===== config.mk =====
export PLATFORM = sky130hd
export DESIGN_NAME = alu_ctrl_decoder
export DESIGN_NICKNAME = d
export VERILOG_FILES = /design/src/rtl/alu_ctrl_pkg.sv /design/src/rtl/alu_funct_decode.sv /design/src/rtl/alu_ctrl_decoder.sv
export SDC_FILE = /design/constraint.sdc
export NUM_CORES = 1
export LEC_CHECK = 0
export CORE_AREA = 4 4 41 43
export CTS_CLUSTER_DIAMETER = 100
export DETAILED_ROUTE_END_ITERATION = 12
export DIE_AREA = 0 0 45 47
export GPL_ROUTABILITY_DRIVEN = 1
export HOLD_SLACK_MARGIN = 0.05
export RECOVER_POWER = 50
export SLEW_MARGIN = 20
export SYNTH_ARGS = -nofsm -noshare
export SYNTH_HDL_FRONTEND = slang
export SYNTH_SLANG_ARGS = --single-unit

===== constraint.sdc =====
create_clock -name clk -period 0.82 [get_ports clk]
set_input_delay 0.082 -clock clk [delete_from_list [all_inputs] [get_ports clk]]
set_output_delay 0.082 -clock clk [all_outputs]
set_load 0.02 [all_outputs]

===== src/rtl/alu_ctrl_pkg.sv =====
// alu_ctrl_pkg
// Shared constants and types for the EX-stage ALU control decoder:
//   - ALUOP_*  : operation class codes from main control
//   - F_*      : R-type funct field codes
//   - SEL_*    : 3-bit ALU select encoding
//   - dec_rsp_t: decode result {sel, illegal}
// Build option: ALU_CTRL_EXT_FUNCT_EN adds the XOR/NOR select codes.
package alu_ctrl_pkg;

  // Operation class from main control
  localparam logic [1:0] ALUOP_MEM   = 2'b00;
  localparam logic [1:0] ALUOP_BR    = 2'b01;
  localparam logic [1:0] ALUOP_RTYPE = 2'b10;
  localparam logic [1:0] ALUOP_IMM   = 2'b11;

  // R-type funct codes
  localparam logic [5:0] F_ADD = 6'b100000;
  localparam logic [5:0] F_SUB = 6'b100010;
  localparam logic [5:0] F_AND = 6'b100100;
  localparam logic [5:0] F_OR  = 6'b100101;
  localparam logic [5:0] F_SLT = 6'b101010;
  localparam logic [5:0] F_XOR = 6'b100110;
  localparam logic [5:0] F_NOR = 6'b100111;

  // ALU select encoding
  localparam logic [2:0] SEL_AND = 3'b000;
  localparam logic [2:0] SEL_OR  = 3'b001;
  localparam logic [2:0] SEL_ADD = 3'b010;
  localparam logic [2:0] SEL_SUB = 3'b110;
  localparam logic [2:0] SEL_SLT = 3'b111;
`ifdef ALU_CTRL_EXT_FUNCT_EN
  localparam logic [2:0] SEL_XOR = 3'b011;
  localparam logic [2:0] SEL_NOR = 3'b100;
`endif

  typedef struct packed {
    logic [2:0] sel;
    logic       illegal;
  } dec_rsp_t;

endpackage


===== src/rtl/alu_funct_decode.sv =====
// alu_funct_decode
// Purely combinational R-type funct -> {select, illegal} map.
// Ports:
//   funct_i  in  [5:0]      instruction funct field
//   rsp_o    out dec_rsp_t  select code and unsupported-funct flag
// Build option: ALU_CTRL_EXT_FUNCT_EN decodes funct XOR/NOR; otherwise
// those codes fall through to ILLEGAL_SELECT with illegal set.
module alu_funct_decode
  import alu_ctrl_pkg::*;
#(
  parameter logic [2:0] ILLEGAL_SELECT = 3'b010
) (
  input  logic [5:0] funct_i,
  output dec_rsp_t   rsp_o
);

  always_comb begin
    rsp_o = '{sel: ILLEGAL_SELECT, illegal: 1'b1};
    case (funct_i)
      F_ADD:   rsp_o = '{sel: SEL_ADD, illegal: 1'b0};
      F_SUB:   rsp_o = '{sel: SEL_SUB, illegal: 1'b0};
      F_AND:   rsp_o = '{sel: SEL_AND, illegal: 1'b0};
      F_OR:    rsp_o = '{sel: SEL_OR,  illegal: 1'b0};
      F_SLT:   rsp_o = '{sel: SEL_SLT, illegal: 1'b0};
`ifdef ALU_CTRL_EXT_FUNCT_EN
      F_XOR:   rsp_o = '{sel: SEL_XOR, illegal: 1'b0};
      F_NOR:   rsp_o = '{sel: SEL_NOR, illegal: 1'b0};
`endif
      default: ;
    endcase
  end

endmodule


===== src/rtl/alu_ctrl_decoder.sv =====
// alu_ctrl_decoder
// EX-stage ALU control decoder: alu_op class + funct -> 3-bit ALU select,
// registered with one cycle of latency.
// Ports:
//   clk        in   system clock (rising edge)
//   rst        in   synchronous active-high reset, highest priority
//   in_valid   in   decode request qualifier
//   alu_op     in   [1:0] operation class from main control
//   funct      in   [5:0] funct field, only consulted for R-type
//   select     out  [2:0] registered ALU select
//   out_valid  out  in_valid delayed one cycle
//   illegal    out  registered unsupported-funct flag
// Build option: ALU_CTRL_EXT_FUNCT_EN (see alu_funct_decode).
module alu_ctrl_decoder
  import alu_ctrl_pkg::*;
#(
  parameter logic [2:0] ILLEGAL_SELECT = 3'b010
) (
  input  logic       clk,
  input  logic       rst,
  input  logic       in_valid,
  input  logic [1:0] alu_op,
  input  logic [5:0] funct,
  output logic [2:0] select,
  output logic       out_valid,
  output logic       illegal
);

  dec_rsp_t rtype_rsp;
  dec_rsp_t dec_d, dec_q;
  logic     out_valid_q;

  alu_funct_decode #(.ILLEGAL_SELECT(ILLEGAL_SELECT)) u_funct (
    .funct_i (funct),
    .rsp_o   (rtype_rsp)
  );

  // Non-R-type classes ignore funct entirely, so an X/Z funct cannot
  // leak into select/illegal unless alu_op selects the R-type path.
  always_comb begin
    dec_d = '{sel: SEL_ADD, illegal: 1'b0};
    case (alu_op)
      ALUOP_MEM:   dec_d.sel = SEL_ADD;
      ALUOP_BR:    dec_d.sel = SEL_SUB;
      ALUOP_RTYPE: dec_d     = rtype_rsp;
      ALUOP_IMM:   dec_d.sel = SEL_OR;
      default:     ;
    endcase
  end

  // select/illegal only load on a valid request so idle cycles don't toggle them.
  always_ff @(posedge clk) begin
    if (rst) begin
      dec_q       <= '{sel: 3'b000, illegal: 1'b0};
      out_valid_q <= 1'b0;
    end else begin
      out_valid_q <= in_valid;
      if (in_valid) dec_q <= dec_d;
    end
  end

  assign select    = dec_q.sel;
  assign illegal   = dec_q.illegal;
  assign out_valid = out_valid_q;

endmodule


# Yosys cells after proc, flatten, opt, wreduce, memory -nomap -nowiden
# Index checks and enable logic that the tools add are counted.
# classes
eq_ne	8
n_mux	3
n_reduce_logical	1
# op_table
operator	n
equality test 6 bit, second input constant	5
one-hot mux 4 bit (5 select lines)	1
one-hot mux 3 bit (4 select lines)	1
equality test 2 bit, second input constant	2
equality test 2 x 1 -> 1 bit, second input constant	1
zero test 2 bit	1
two-way mux 1 bit	1
# totals
wordCells	15
output_inout_bits	5
regBits	5

# Longest topological paths before layout
# Gate-level depths: netlist (run 1).
# depth
depth_word	3
depth_mapped	3
depth_no_buf	3

# Cells and area by module
# Synthesis (run 1) repeated with hierarchy kept, for this count alone.
# hier_totals
hier_cells	30
area_unflattened_um2	281.5
# modules_own_cells
mod	area_per_inst_um2	seq_area_each_um2	instances	cells_each
alu_ctrl_decoder	197.7	100.1	1	20
alu_funct_decode	83.8	0.0	1	10

# Least setup slack after synthesis (run 1)
# Ideal clock, no wire load.
# synth_timing
path_kind	reg2reg
startpoint	register select[0] (netlist name)
endpoint	register dec_q, in the netlist select[0]
arrival_time_ns	0.759
stages_incl_launch_ff	3
period_less_slack_ns	0.850
path_slack_ns	-0.030
required_time_ns	0.729
path_buffers	0
cell_sequence	dfxtp_1 -> a21boi_0 -> a311oi_1
# synth_rtl
item	line	rtl
end signal, assigned	alu_ctrl_decoder.sv:54	dec_q <= '{sel: 3'b000, illegal: 1'b0};
end, declared	alu_ctrl_decoder.sv:30	dec_rsp_t dec_d, dec_q;

==> results of run 1 <==
==> what timing repair did <==
item,4_1_cts,5_1_grt
gates cloned,0,0
endpoints found under the setup margin,9,7
pin swaps,5,4
gates resized for setup,40,17
==> power breakdown <==
| part | internal, W | switching [W] |
|---|---|---|
| Combinational | 0.0000893 | 0.0000784 |
| Sequential | 0.000259 | 0.00000738 |
| Clock | 0.000184 | 0.000107 |
==> worst min path at each step <==
| stage | from | end | slack, ns |
|---|---|---|---|
| final | funct[3] | select[0]$_SDFFE_PP0P_ | 0.15 |
| after global routing | funct[3] | select[0]$_SDFFE_PP0P_ | 0.14 |
| after CTS | funct[3] | select[0]$_SDFFE_PP0P_ | 0.26 |
| after detailed placement | select[2]$_SDFFE_PP0P_ | select[2]$_SDFFE_PP0P_ | 0.47 |
| after global placement | select[2]$_SDFFE_PP0P_ | select[2]$_SDFFE_PP0P_ | 0.48 |
| after floorplan | rst | select[0]$_SDFFE_PP0P_ | 0.15 |
==> area by class of cell <==
| class | count | area, µm² | share of cell area |
|---|---|---|---|
| Multi-Input combinational cell | 19 | 176.4 | 0.3534 |
| Timing Repair Buffer | 20 | 165.2 | 0.3308 |
| Sequential cell | 5 | 105.1 | 0.2105 |
| Clock buffer | 4 | 26.28 | 0.05263 |
| Tap cell | 15 | 18.77 | 0.03759 |
| Inverter | 2 | 7.507 | 0.01504 |
==> kinds of logic (layout without fill, tap and decap cells) <==
group	Yosys count	in the layout	synth area share
and+or+nand+nor	9	9	0.2624
xor gates and xnor gates	1	1	0.03466
buffers and inverters	2	26	0.02971
AOI/OAI and AO/OA	9	9	0.2773
DFF	5	5	0.3961
==> stage by stage <==
step	utilization	hold slack [ns]	worst slack, ns
2_1_floorplan	-	0.1467	0.008044
3_3_place_gp	0.3538	0.4804	-0.5068
3_5_place_dp	0.3538	0.4741	-0.5210
4_1_cts	0.3644	0.2612	0.0006585
5_1_grt	0.3837	0.1426	-0.008792
6_report	0.3837	0.1455	0.02318
==> worst min-delay path: stages <==
cell and delay [ns]:
clkbuf_2 0.11, nand4_1 0.08, a311oi_1 0.08
==> routing by layer <==
| layer | global-route usage | vias up | part of all wire |
|---|---|---|---|
| met5 | 0 | - | 0 |
| met4 | 0.05263 | 0 | 0 |
| met3 | 0.06897 | 0 | 0.094 |
| met2 | 0.1328 | 9 | 0.48 |
| met1 | 0.09567 | 137 | 0.43 |
| li1 | - | 152 | - |
==> flip-flops by register name, indices dropped and copies added, names as in the netlist <==
signal	count
out_valid	1
select	3
illegal	1
==> placed cells by master (no fill, tap or decap) <==
| cell type | netlist | layout |
|---|---|---|
| dlygate4sd2_1 | 0 | 6 |
| buf_4 | 0 | 5 |
| dfxtp_2 | 0 | 4 |
| buf_6 | 0 | 4 |
| clkbuf_4 | 0 | 3 |
| a21oi_1 | 2 | 2 |
| nand3_1 | 2 | 2 |
| buf_2 | 0 | 2 |
| clkbuf_2 | 0 | 2 |
| inv_2 | 0 | 1 |
| nor2_1 | 2 | 1 |
| nor4b_4 | 1 | 1 |
| nand2_2 | 0 | 1 |
| inv_1 | 2 | 1 |
| o221a_4 | 0 | 1 |
| and2b_2 | 1 | 1 |
| nor2_2 | 0 | 1 |
| a31oi_2 | 0 | 1 |
| xnor2_1 | 1 | 1 |
| o41ai_2 | 0 | 1 |
| nand4_1 | 1 | 1 |
| a21boi_2 | 0 | 1 |
| a311oi_1 | 1 | 1 |
| nand2b_1 | 1 | 1 |
| a211oi_1 | 1 | 1 |
| a32o_1 | 1 | 1 |
| clkbuf_1 | 0 | 1 |
| clkdlybuf4s15_1 | 0 | 1 |
| dfxtp_1 | 5 | 1 |
==> results by group, run 1 <==
CTS
  – Cts hold-fix bufs: 0
  – H-tree levels: 1
  – Max Buffers Root-to-Sink: 2
  – Post-CTS Setup Bufs: 0
  – TritonCTS clock tree: yes
  – CTS root buffer: clkbuf_4
  – Clock transition at the registers of the reported paths: 0.04 ns
  – Number of buffers created by CTS: 3
  – Clk_lat worst skew: approximately 0.24 ns
  – Clk sinks: 5

Detailed routing
  – Drt total wl: between 700 and 800 µm
  – Via/cell ratio: 4.585
  – Via count: roughly 300
  – Drt initial violations: 4
  – Number of routed nets with antenna violations: 0
  – Post-route DRC: 0
  – Detailed Routing Iterations Pass 1: 3
  – Wire per inst: roughly 11 µm

Synth
  – Synth cell types: 18
  – Leading post-synthesis cells by instance count: dfxtp_1 (5), a21oi_1 (2), inv_1 (2), nand3_1 (2), nor2_1 (2)
  – Area leader, netlist: dfxtp_1
  – Main area contributors after synthesis: dfxtp_1 (40%), nor4b_4 (9.4%), o221a_2 (4.5%), a21oi_1 (4.0%), a32o_1 (4.0%)
  – Top_reg_cell synth: dfxtp_1
  – Post-synth EDFFs: 0
  – Top cell type's share of synthesized area: 0.3960
  – Mapped Cells: 26
  – Syn_nets: 37
  – Async set-reset flop share out of synthesis: 0
  – Seq/Total Area, Yosys: 0.3960
  – Flops & latches, synth: 5
  – Most frequent cell after synthesis: dfxtp_1
  – Synth Area per Inst: about 10 µm²
  – Post-Syn Area: 252.7 µm²
  – Yosys warnings: 0

Global route
  – Initial antenna violation count: 0
  – First-pass GRT wire length: 1.311 mm
  – GRT overflow: 0
  – GRT Total Usage: 0.09170
  – Number of global-route vias before repair: 289
  – Pin count of the biggest net entering global routing: 7

Setup path
  – CP Capture Point: select[1]$_SDFFE_PP0P_
  – Critical R2R Launch: select[1]$_SDFFE_PP0P_
  – R2r endpoint: select[1]$_SDFFE_PP0P_
  – CP max FO: 2
  – Worst setup path startpoint: select[1]$_SDFFE_PP0P_
  – Critical path type: reg2reg
  – Crit. End Element: flip-flop
  – Critical Path Max Stage Delay: 0.32 ns
  – CP Depth: 2
  – CP arrival: 0.93 ns
  – CP startpoint kind: flip-flop
  – Register-to-Register Path Depth: 2
  – Worst endpoint required time: 0.95 ns
  – Buf+Inv Stages, Crit Path: 1
  – Worst reg-to-reg setup slack: 0.02 ns
  – Slowest-stage cell, CP: dfxtp_2
  – CP delay by family, top: flip-flops
  – CP Cell Sequence: buf_4, o221a_4

Flow run
  – Number of max-cap violations: 0

Timing
  – Hold Violations, Final: 0
  – Worst slew pin tran: ~0.24 ns
  – Max Slew Vio Count: 0
  – Setup_tns: 0 ns
  – Skew final: 0 ns
  – RSZ-0062 raised after global routing: yes
  – Slew margin rel.: 0.8391
  – Post-layout min period: 0.7968 ns
  – Part of the cycle the worst path needs: 0.9717
  – Final setup vio count: 0
  – Fmax: around 1.3 GHz

Placed design
  – Placed Area: about 460 µm²
  – PortBufs: 15
  – DP Wirelength: just under 600 µm
  – Placed Instances: 61
  – Final RePlAce weighted congestion: a little under 0.7

Layout
  – Antenna cell count: 0
  – Fillers: 151
  – Nets: 62
  – Fin cells: 65
  – Share of cells above drive strength 1: 0.5800
  – Syn-to-layout area delta: 97.53%
  – Design Area, Final: roughly 500 µm²

Power and ir drop
  – Leakage power: about 0.22 nW
  – Maximum vdd drop: roughly 570 µV
  – Power Density: 1452 nW/µm²
  – Power, Total: 0.0007249 W

Floorplanning
  – Die Ht: about 47 µm
  – Die width: 45 µm
  – I/O pin cnt: 16
  – CORE AREA: roughly 1300 µm²
  – Cell Rows: 13
  – Die area: 2115 µm²
  – Initial Util: 0.1942

Hold path
  – WHS Path Cells: 3
  – Hold Path Class: in2reg

Run status
  – Status: finished, final reports clean
No activity file was read; power rests on OpenSTA's default activity.
==> run 2: changes to the inputs <==
- CTS_CLUSTER_SIZE: default -> 20
==> results of run 2 <==
Final layout, timing and power as in run 1 (identical DEF).
==> patch 1: new RTL, config.mk and constraints of run 1 <==
Build with the macro `ALU_CTRL_EXT_FUNCT_EN` defined.
--- a/src/rtl/alu_ctrl_pkg.sv
+++ b/src/rtl/alu_ctrl_pkg.sv
@@ -7,2 +7,4 @@
 // Build option: ALU_CTRL_EXT_FUNCT_EN adds the XOR/NOR select codes.
+`define ALU_CTRL_EXT_FUNCT_EN
+
 package alu_ctrl_pkg;
Formal check against the unedited RTL: not equivalent (a bounded check fails within 4 cycles, from zero or initial values and one cycle with rst high).
==> patch 1 against run 1 <==
Setup slack improved by 14 ps. Critical path depth increased by 3. Hold slack improved by 94 ps. Sequential share of layout area decreased by 2.5 points. Cell area increased by 12%. First-iteration DRC count decreased by 75%. Wire length increased by 7.0%. Register-to-register slack improved by 50 ps. Clock skew unchanged. Power increased by 0.90%. Area after synthesis increased by 15%. Sequential cell count unchanged. Largest cell class unchanged.
==> patch 1: results (changes against run 1) <==
Data-path buffer share of cell area in the final layout -> 33.3% (was 33.1%)
Internal power of the cells -> 0.541 mW (was 0.532 mW)
Slowest cell on the critical path -> sky130_fd_sc_hd__a221o_1 (was sky130_fd_sc_hd__dfxtp_2)
Final-layout worst hold slack -> 240 ps (was 146 ps)
Sequential element share of the synthesized area -> 34.3% (was 39.6%)
Met1 Use GR -> 10.9% (was 9.57%)
Clock buf/inv share -> 4.69% (was 5.26%)
Share of the synthesized area in compound gates (AO/OA/AOI/OAI) -> 20.6% (was 27.7%)
Power drawn by the combinational cells -> 0.187 mW (was 0.168 mW)
Xor/xnor cell area share of the yosys netlist -> 3.00% (was 3.47%)
P_leak -> 0.262 nW (was 0.222 nW)
Global Route Usage Sum -> 9.57% (was 9.17%)
Inverters excl. clock -> 3 (was 2)
Most used standard cells in the synthesized netlist -> 8 x sky130_fd_sc_hd__nor2_1, 5 x sky130_fd_sc_hd__dfxtp_1 (was 5 x sky130_fd_sc_hd__dfxtp_1, 2 x sky130_fd_sc_hd__a21oi_1, 2 x sky130_fd_sc_hd__inv_1, 2 x sky130_fd_sc_hd__nand3_1, 2 x sky130_fd_sc_hd__nor2_1)
Post-synth cell types -> 16 (was 18)
Outcome -> finished clean (unchanged)
Main area contributors after synthesis -> sky130_fd_sc_hd__dfxtp_1 34%, sky130_fd_sc_hd__nor2_1 10%, sky130_fd_sc_hd__nand2b_1 6.4% (was sky130_fd_sc_hd__dfxtp_1 40%, sky130_fd_sc_hd__nor4b_4 9.4%, sky130_fd_sc_hd__o221a_2 4.5%)
Number of global-route vias before repair -> 328 (was 289)
Launch instance of the worst register-to-register path -> select[0]$_SDFFE_PP0P_ (was select[1]$_SDFFE_PP0P_)
Initial detailed-routing violation count -> 1 (was 4)
Met2 Routed Length -> 315 um (was 347 um)
Drt total wl -> 777 um (was 726 um)
Multi-input combinational area share -> 38.2% (was 35.3%)
Worst-path maximum fanout -> 5 (was 2)
DP Wirelength -> 609 um (was 582 um)
Maximum ir drop on the vdd rail -> 0.000464 V (was 0.000569 V)
Worst reg2reg setup slack -> 70 ps (was 20 ps)
Wire length of the first global-routing pass -> 1350 um (was 1310 um)
Reg2Reg Depth -> 3 (was 2)
Pin count of the biggest net entering global routing -> 6 (was 7)
Number of combinational gates with multiple inputs -> 29 (was 19)
First-pass DRT Iterations -> 2 (was 3)
Worst slew margin -> 85.7% (was 83.9%)
Area occupied by registers -> 104 um^2 (was 105 um^2)
# nets final -> 74 (was 62)
Routed metal-1 wirelength -> 351 um (was 310 um)
Top metal layer carrying routed signals -> met4 (was met3)
Routed wire length on met3 -> 98 um (was 68 um)
Worst path top cell family by delay -> compound AO/OA/AOI/OAI gates (was flip-flops)
## patch 1: cells by family after synthesis
kind of cell | count (synthesis)
AOI/OAI and AO/OA | 8
xor gates and xnor gates | 1
buffers and inverters | 3
DFF | 5
and+or+nand+nor | 20
## patch 1: through the flow
stage | setup WS [ps] | std cells | setup TNS [ps] | cell area, um^2 | total power [mW]
2_1_floorplan | 20.8 | 37 | 0 | 293 | 0.334
3_5_place_dp | -531 | 73 | -2800 | 507 | 0.455
3_3_place_gp | -507 | 73 | -2720 | 507 | 0.454
6_report | 37.2 | 77 | 0 | 561 | 0.731
5_1_grt | -32.1 | 77 | -36.1 | 561 | 0.792
4_1_cts | 7.48 | 77 | 0 | 526 | 0.732
## patch 1: timing repair
action | CTS | global route
gates resized for setup | 37 | 14
pin swaps | 1 | 3
hold endpoints to repair | 0 | 0
endpoints found under the setup margin | 9 | 8
==> patch 2: new RTL, flow settings as in run 1 <==
Without the edit above. Add an input register stage for `in_valid`, `alu_op` and `funct`; this delays them by one clock. Comments in the files are not updated.
--- a/src/rtl/alu_ctrl_decoder.sv
+++ b/src/rtl/alu_ctrl_decoder.sv
@@ -28,2 +28,12 @@
 
+  logic in_valid_q;
+  logic [1:0] alu_op_q;
+  logic [5:0] funct_q;
+
+  always_ff @(posedge clk) begin
+    in_valid_q <= in_valid;
+    alu_op_q   <= alu_op;
+    funct_q    <= funct;
+  end
+
   dec_rsp_t rtype_rsp;
@@ -33,3 +43,3 @@
   alu_funct_decode #(.ILLEGAL_SELECT(ILLEGAL_SELECT)) u_funct (
-    .funct_i (funct),
+    .funct_i (funct_q),
     .rsp_o   (rtype_rsp)
@@ -41,3 +51,3 @@
     dec_d = '{sel: SEL_ADD, illegal: 1'b0};
-    case (alu_op)
+    case (alu_op_q)
       ALUOP_MEM:   dec_d.sel = SEL_ADD;
@@ -56,4 +66,4 @@
     end else begin
-      out_valid_q <= in_valid;
-      if (in_valid) dec_q <= dec_d;
+      out_valid_q <= in_valid_q;
+      if (in_valid_q) dec_q <= dec_d;
     end
Check against the original RTL: not equivalent (a bounded check fails within 4 cycles, from zero or initial values and one cycle with rst high).
==> patch 2 against run 1 <==
Critical endpoint is now illegal$_SDFFE_PP0P_. Largest cell class is now flip-flops and latches. Combinational power shrank 14%. The run now ends with negative setup slack left. Setup slack lost 330 ps. Wire length shrank 6.9%. Area after synthesis grew 69%. Global-route usage shrank 0.82 points. Critical path depth grew 1. Sequential cell count grew 9. Cell area grew 33%. Power grew 72%.
==> patch 2: results (changes against run 1) <==
P_leak -> 0.277 nW (was 0.222 nW)
Total negative slack -> -813 ps (was 0 ps)
Clock-pin slew on the worst setup and hold paths -> 70 ps (was 40 ps)
Measured slew at the worst slew-check pin -> 229 ps (was 240 ps)
# nets final -> 73 (was 62)
Routability cong. -> 0.655 (was 0.694)
DP Wirelength -> 564 um (was 582 um)
Sequential element share of the synthesized area -> 65.5% (was 39.6%)
Initial detailed-routing violation count -> 3 (was 4)
First-pass DRT Iterations -> 2 (was 3)
Cts bufs inserted -> 3 (unchanged)
Fraction of final layout cells with drive strength greater than 1 -> 30.0% (was 58.0%)
Number of antenna repair diodes -> 0 (unchanged)
Slowest cell on the critical path -> sky130_fd_sc_hd__dfxtp_1 (was sky130_fd_sc_hd__dfxtp_2)
Adder-cell area share of the yosys netlist -> 0% (unchanged)
Instance area at placement -> 637 um^2 (was 460 um^2)
Share of cell area taken by muxes after synthesis -> 0% (unchanged)
Worst Clk Skew -> 0.508 ps (was 0 ps)
Final setup violation count -> 4 (was 0)
Global Route Usage Sum -> 8.35% (was 9.17%)
Count of unresolved DRC violations after routing -> 0 (unchanged)
Worst Setup Slack, final -> -305 ps (was 23.2 ps)
Maximum ir drop on the vdd rail -> 0.000983 V (was 0.000569 V)
Post-synth cell types -> 15 (was 18)
Flip-flop count of the largest register, all copies and words added -> 6 (was 3)
Drt total wl -> 676 um (was 726 um)
Xor/xnor cell area share of the yosys netlist -> 0% (was 3.47%)
Reg with most FFs -> funct_q
Outcome -> complete, but fails checks (was finished clean)
Total vias in the final route -> 334 (was 298)
Syn Area/Cell -> 11.6 um^2 (was 9.72 um^2)
Number of placed cells counting well taps -> 72 (was 61)
Most used standard cells in the synthesized netlist -> 14 x sky130_fd_sc_hd__dfxtp_1, 4 x sky130_fd_sc_hd__nor2_1 (was 5 x sky130_fd_sc_hd__dfxtp_1, 2 x sky130_fd_sc_hd__a21oi_1, 2 x sky130_fd_sc_hd__inv_1, 2 x sky130_fd_sc_hd__nand3_1, 2 x sky130_fd_sc_hd__nor2_1)
Worst-path maximum fanout -> 2 (unchanged)
Number of buffers added on ports -> 15 (unchanged)
Pin count of the biggest net entering global routing -> 8 (was 7)
Share of the synthesized area in compound gates (AO/OA/AOI/OAI) -> 12.6% (was 27.7%)
Main area contributors after synthesis -> sky130_fd_sc_hd__dfxtp_1 65%, sky130_fd_sc_hd__a311oi_1 4.1%, sky130_fd_sc_hd__nor2_1 3.5% (was sky130_fd_sc_hd__dfxtp_1 40%, sky130_fd_sc_hd__nor4b_4 9.4%, sky130_fd_sc_hd__o221a_2 4.5%)
Pre-CTS WS -> -317 ps (was -521 ps)
Synthesized netlist net count -> 48 (was 37)
Wire length of the first global-routing pass -> 1210 um (was 1310 um)
Violations in the final reports -> negative setup slack
Average wire length per cell after detail routing -> 9.01 um (was 11.2 um)
Clock network latency to the later pin of the worst-skew pair -> 270 ps (was 240 ps)
[patch 2: cell count changes in the layout (fill, tap and decap cells not counted), moves of 3 or more]
cell | before | now
sky130_fd_sc_hd__nor2_1 | 1 | 4
sky130_fd_sc_hd__dfxtp_1 | 1 | 11
sky130_fd_sc_hd__dlygate4sd2_1 | 6 | 0
sky130_fd_sc_hd__clkdlybuf4s50_1 | 0 | 5
sky130_fd_sc_hd__dlygate4sd3_1 | 0 | 5
[patch 2: worst max-delay path, delay by kind of cell (launching register included)]
kind	cells	cell delay, ps
AO/OA/AOI/OAI	2	510
flip-flops	1	320
AND/OR/NAND/NOR	1	200
[patch 2: area by class of cell]
| type | instances | area (um^2) |
|---|---|---|
| fillers | 147 | 636 |
| clock buffers | 3 | 22.5 |
| multi-input cells | 21 | 143 |
| inverters | 2 | 7.51 |
| repair buffers | 20 | 190 |
| flip-flops and latches | 14 | 284 |
| well taps | 15 | 18.8 |
[patch 2: worst paths after layout]
check / from / endpoint / slack, ps / cells after the start
hold reg to reg: illegal$_SDFFE_PP0P_ / illegal$_SDFFE_PP0P_ / 470 / 1
setup / recovery: funct_q[4]$_DFF_P_ / illegal$_SDFFE_PP0P_ / -310 / 3
hold / removal: funct[1] / funct_q[1]$_DFF_P_ / 250 / 1
setup reg to reg: funct_q[4]$_DFF_P_ / illegal$_SDFFE_PP0P_ / -310 / 3
[patch 2: cells by family (layout without fill, tap and decap cells)]
group	count (synthesis)	in the layout
DFF	14	14
AOI/OAI and AO/OA	7	7
buffers and inverters	2	25
and+or+nand+nor	14	14
[patch 2: where the power goes]
part | switching, mW | internal (mW) | leakage (nW)
Clock | 0.190 | 0.170 | 0.0138
Combinational | 0.0495 | 0.0951 | 0.145
Sequential | 0.0252 | 0.719 | 0.118
Total | 0.264 | 0.984 | 0.277
[patch 2: metal layers]
| layer | vias to the layer above | share of wire [%] | track usage, % | routed length (um) |
|---|---|---|---|---|
| met5 | - | 0 | 0 | 0 |
| met4 | 0 | 2.5 | 5.26 | 17 |
| met2 | 13 | 39 | 11.3 | 264 |
| met1 | 139 | 48 | 9.98 | 323 |
| li1 | 180 | - | - | - |
| met3 | 2 | 10 | 4.98 | 70 |
[patch 2: timing repair]
action	4_1_cts	5_1_grt
hold buffers	0	0
setup endpoints to repair	9	9
setup buffers	0	0
resized for setup	29	3
pin swaps	1	0
